**config.mk**
```make
export PLATFORM = sky130hd
export DESIGN_NAME = fetch_stage
export DESIGN_NICKNAME = d
export VERILOG_FILES = /design/src/rtl/fetch_stage_pkg.sv /design/src/rtl/fetch_fifo.sv /design/src/rtl/fetch_stage.sv
export SDC_FILE = /design/constraint.sdc
export NUM_CORES = 1
export LEC_CHECK = 0
export ABC_AREA = 1
export ABC_CLOCK_PERIOD_IN_PS = 3140
export CAP_MARGIN = 20
export CORE_AREA = 2 2 133 102
export CTS_BUF_LIST = sky130_fd_sc_hd__clkbuf_8 sky130_fd_sc_hd__clkbuf_16
export DETAILED_ROUTE_END_ITERATION = 10
export DIE_AREA = 0 0 135 104
export HOLD_SLACK_MARGIN = 0.08
export PLACE_DENSITY = 0.86
export SETUP_SLACK_MARGIN = 0.5
export SYNTH_ARGS = -nofsm -noshare
export SYNTH_HDL_FRONTEND = slang
export SYNTH_SLANG_ARGS = --single-unit
```
**constraint.sdc**
```tcl
create_clock -name clk -period 3.14 [get_ports clk]
set_clock_uncertainty 0.1 [all_clocks]
set_input_delay 0.628 -clock clk [delete_from_list [all_inputs] [get_ports clk]]
set_output_delay 0.628 -clock clk [all_outputs]
set_load 0.1 [all_outputs]
```
**src/rtl/fetch_stage_pkg.sv**
```systemverilog
// rtl/fetch_stage_pkg.sv - shared core widths and fetch buffer types
package fetch_stage_pkg;

  localparam int unsigned CORE_ADDR_W = 16;
  localparam int unsigned CORE_INST_W = 32;
  localparam logic [CORE_ADDR_W-1:0] CORE_RESET_ADDR = '0;

  localparam int unsigned FETCH_BUF_DEPTH = 2;

  typedef logic [1:0] fetch_cnt_t;

endpackage

```
**src/rtl/fetch_fifo.sv**
```systemverilog
// rtl/fetch_fifo.sv - two-entry instruction buffer between memory return and decode
module fetch_fifo
  import fetch_stage_pkg::*;
#(
  parameter int unsigned DW = CORE_INST_W + CORE_ADDR_W
) (
  input  logic          clk,
  input  logic          rst,
  input  logic          flush,
  input  logic          push,
  input  logic [DW-1:0] din,
  input  logic          pop,
  output fetch_cnt_t    count,
  output logic [DW-1:0] head
);

  logic [DW-1:0] mem [FETCH_BUF_DEPTH];
  logic          rd_ptr;
  logic          wr_ptr;

  always_ff @(posedge clk) begin
    if (!rst || flush) begin
      count  <= '0;
      rd_ptr <= 1'b0;
      wr_ptr <= 1'b0;
    end else begin
      if (push) begin
        wr_ptr <= ~wr_ptr;
      end
      if (pop) begin
        rd_ptr <= ~rd_ptr;
      end
      count <= count + fetch_cnt_t'(push) - fetch_cnt_t'(pop);
    end
  end

  // Storage is cleared only by reset so the head reads 0 afterwards; flush just rewinds pointers.
  always_ff @(posedge clk) begin
    if (!rst) begin
      mem <= '{default: '0};
    end else if (push && !flush) begin
      mem[wr_ptr] <= din;
    end
  end

  assign head = mem[rd_ptr];

  no_overflow: assert property (@(posedge clk) disable iff (!rst)
    !(push && !pop && !flush && count == fetch_cnt_t'(FETCH_BUF_DEPTH)));

  no_underflow: assert property (@(posedge clk) disable iff (!rst)
    !(pop && !flush && count == '0));

endmodule

```
**src/rtl/fetch_stage.sv**
```systemverilog
// rtl/fetch_stage.sv - instruction fetch: pc generation, 1-cycle memory, buffered hand-off to decode
module fetch_stage
  import fetch_stage_pkg::*;
#(
  parameter int unsigned       ADDR_W     = CORE_ADDR_W,
  parameter int unsigned       INST_W     = CORE_INST_W,
  parameter logic [ADDR_W-1:0] RESET_ADDR = ADDR_W'(CORE_RESET_ADDR),
  parameter int unsigned       ADDR_INC   = 1
) (
  input  logic              clk,
  input  logic              rst,
  input  logic              branch_i,
  input  logic [ADDR_W-1:0] baddr_i,
  output logic              req_o,
  output logic [ADDR_W-1:0] addr_o,
  input  logic [INST_W-1:0] inst_i,
  output logic              v_o,
  output logic [INST_W-1:0] inst_o,
  output logic [ADDR_W-1:0] origaddr_o,
  input  logic              stall_i
);

  logic [ADDR_W-1:0]        pc;
  logic                     inflight;
  logic [ADDR_W-1:0]        inflight_addr;
  fetch_cnt_t               count;
  logic [INST_W+ADDR_W-1:0] head;
  logic                     pop;
  logic                     push;
  logic [2:0]               occupancy;
  logic                     issue;

  // A branch squashes delivery in the same cycle, so decode never sees an old-path word.
  assign v_o = (count != '0) && !branch_i && rst;
  assign pop = v_o && !stall_i;

  // Words owed to decode after this cycle's pop: buffered plus the one still in memory.
  assign occupancy = {1'b0, count} + {2'b00, inflight} - {2'b00, pop};
  assign issue     = occupancy < 3'(FETCH_BUF_DEPTH);
  assign req_o     = issue && !branch_i && rst;
  assign addr_o    = pc;

  assign push = inflight && !branch_i && rst;

  always_ff @(posedge clk) begin
    if (!rst) begin
      pc            <= RESET_ADDR;
      inflight      <= 1'b0;
      inflight_addr <= '0;
    end else if (branch_i) begin
      pc       <= baddr_i;
      inflight <= 1'b0;
    end else if (req_o) begin
      pc            <= pc + ADDR_W'(ADDR_INC);
      inflight      <= 1'b1;
      inflight_addr <= pc;
    end else begin
      inflight <= 1'b0;
    end
  end

  fetch_fifo #(
    .DW(INST_W + ADDR_W)
  ) u_fifo (
    .clk  (clk),
    .rst  (rst),
    .flush(branch_i),
    .push (push),
    .din  ({inst_i, inflight_addr}),
    .pop  (pop),
    .count(count),
    .head (head)
  );

  assign inst_o     = head[INST_W+ADDR_W-1:ADDR_W];
  assign origaddr_o = head[ADDR_W-1:0];

endmodule

```
==> results.toml <==
[logic_synthesis]
ys_warn_count = 0
ys_ff_latch = 133
avgSynthCellArea_um2 = 7.02
syn_inst = 819
syn_area_mm2 = 0.00575
yosysSeqAreaShare_pct = 46.3
synth_cell_types = 29
synthesis.nets = 876

[final_layout]
drive_gt1_share_pct = 22.8
antenna_cells = 0
area_growth_syn_to_layout_pct = 45.1
fillCellCount = 1037
nets = 995
fin_cells = 1122

[place]
post-dp-hpwl_um = 9570
placed_cells = 1080
globalplace.congestion = 0.919
io_buffers = 117

[setup_path]
critPathCaptureType = "output port"
cp_max_fo = 3
critical_path_arrival_ps = 2360
crit_path_start_kind = "input pin"
required_ps = 2410
critPathKind = "input pin to output port"

[timing]
finalSetupViolCount = 0
max_freq_ghz = 0.323
rsz0062_at_grt = "true"
fin_crit_ps = 3090
min_period_over_period_pct = 98.5
final_hold_viol_count = 0
worstMarginPinSlew_ps = 992
timing.hold.ws_ps = 371
finalMaxSlewViolations = 0
maxSlewHeadroom_pct = 33.9

[power]
power.density_mw_per_mm2 = 553
leakagePower_nw = 3.48
ir_drop_v = 0.000425

[run_status]
status = "finished, final reports clean"

[detailed_routing]
vias = 5692
drc_errors = 0
drt_first_pass_iters = 7
wl_um = 15700
drt_iter0_drc = 453
antenna_left = 0
routed_via_density = 5.07
wl_per_cell_um = 14.0

[clocking]
clkTransAtPathRegs_ps = 60
clock_path_buffers = 2
root_buffer = "clkbuf_16"
cts_tree = "done"
htree_levels = 4
clk_latency_ps = 400
cts_made_buffers = 17
clock_sinks = 133

[floorplan]
initial_core_util_pct = 45.0
io_pins = 118
die_y_um = 104
die_w_um = 135
rows = 36
core_region_area_mm2 = 0.0128
die-area_mm2 = 0.0140

[global_route]
grt_start_max_net_pins = 119
grt_pass1_vias = 5299
grt_use_total_pct = 21.4
antenna_found_initial = 0
grt_pass1_wl_um = 24600
grt-ovfl-total = 0

[min_path]
min_path_type = "register to register"

[run]
maxCapViolCount = 0
==> cell families after synthesis <==
| kind of cell | Yosys count | synth area share [%] |
|---|---|---|
| AO/OA/AOI/OAI | 238 | 21.0 |
| XOR/XNOR | 2 | 0.305 |
| adder cells (fa/ha/maj) | 5 | 1.22 |
| buffers and inverters | 141 | 10.3 |
| flip-flops | 133 | 46.3 |
| AND/OR/NAND/NOR | 300 | 20.8 |
==> state kept, by name (all words and copies together) (netlist names) <==
signal and flops:
u_fifo.count 2, inflight 1, addr_o 16, u_fifo.wr_ptr 1, u_fifo.rd_ptr 1, u_fifo.mem 96
inflight_addr 16
==> path summary, 6_finish.rpt <==
| check | startpoint | endpoint | slack [ps] | cells past startpoint |
|---|---|---|---|---|
| min | u_fifo.mem[21] | u_fifo.mem[21] | 370 | 2 |
| min reg2reg | u_fifo.mem[21] | u_fifo.mem[21] | 370 | 2 |
| max reg2reg | u_fifo.count[1] | addr_o[7] | 380 | 15 |
| max | branch_i | req_o | 50 | 13 |
==> cell usage in the layout, fill, tap and decap left out, types with 2 or more instances in the layout <==
master,n
bufinv_16,4
nor2_2,2
nand2_2,6
o211ai_1,3
nor2_1,135
nand2_4,2
buf_12,27
clkbuf_8,6
o21ai_0,110
nand3_1,20
nand4_1,3
nand2_1,122
dfxtp_1,131
o21ai_2,48
clkbuf_16,20
inv_1,80
a21oi_1,65
clkdlybuf4s50_1,48
clkinvlp_4,2
nor2_4,7
inv_2,9
o21ai_1,6
ha_1,3
buf_4,70
a31oi_1,2
==> cell usage after synthesis <==
library cell	number	area, um2
o21ai_0	162	811
nor2_1	140	526
dfxtp_1	133	2660
nand2_1	127	477
inv_1	85	319
a21oi_1	67	335
clkbuf_1	31	116
nand3_1	21	105
buf_2	11	55.1
buf_6	5	56.3
ha_1	4	50.1
nand2_2	4	25.0
buf_4	3	22.5
inv_2	3	11.3
nand4_1	3	18.8
nor2_4	3	33.8
o211ai_1	3	22.5
a31oi_1	2	12.5
o21ai_1	2	10.0
a21boi_0	1	7.51
buf_1	1	3.75
clkinv_1	1	3.75
fa_1	1	20.0
inv_4	1	6.26
nand3b_1	1	7.51
nor2_2	1	6.26
o211a_1	1	10.0
xnor2_1	1	8.76
xor2_1	1	8.76
==> layout make-up <==
class / instances / area [um2] / share of cell area [%]
well taps: 171 / 214 / 2.56
flip-flops and latches: 133 / 2670 / 32.0
repair buffers: 151 / 1670 / 20.0
multi-input cells: 545 / 2780 / 33.3
inverters: 90 / 362 / 4.33
clock inverters: 9 / 148 / 1.77
clock buffers: 23 / 508 / 6.09
==> report_power, final <==
group          leakage [nW]  internal, mW  switching (mW)
sequential             1.08          1.74          0.0457
combinational          2.07         0.222           0.446
clock                 0.324          1.45           0.715
total                  3.48          3.41            1.21
==> critical path: stages <==
cell and delay, ps:
buf_6 110, inv_8 60, nand2_8 40, a21oi_4 120
nand2_2 80, inv_2 70, ha_4 190, inv_2 50
nand2_2 50, fa_2 540, nand2_2 80, nor2_4 160
buf_12 190
==> metrics by stage <==
step	cell area [um2]	total power, mW	setup slack, ps	util [%]	setup TNS (ps)
floorplan	6010	2.24	-628	-	-6550
global placement	7470	2.45	-475	58.4	-9760
detailed placement	7470	2.46	-535	58.4	-12360
CTS	8200	4.62	47.6	64.1	0
global route	8350	4.77	-17.8	65.2	-17.8
finish	8350	4.62	48.0	65.2	0
==> per-layer routing <==
layer	wire length, um	global-route usage, %	share of wire (%)	up-vias
met5	0	0	0	-
met4	212	6.77	1.4	0
met3	1240	5.60	7.9	26
met2	7300	34.1	47	204
met1	6920	28.5	44	2591
li1	-	-	-	2871
==> repair_timing <==
| action | 4_1_cts | 5_1_grt |
|---|---|---|
| gates resized for setup | 23 | 17 |
| buffers inserted | 4 | 3 |
| pin swaps | 5 | 10 |
| gates cloned | 0 | 3 |
| hold buffers | 0 | 0 |
| setup endpoints to repair | 36 | 27 |
No activity file was read; power rests on OpenSTA's default activity.
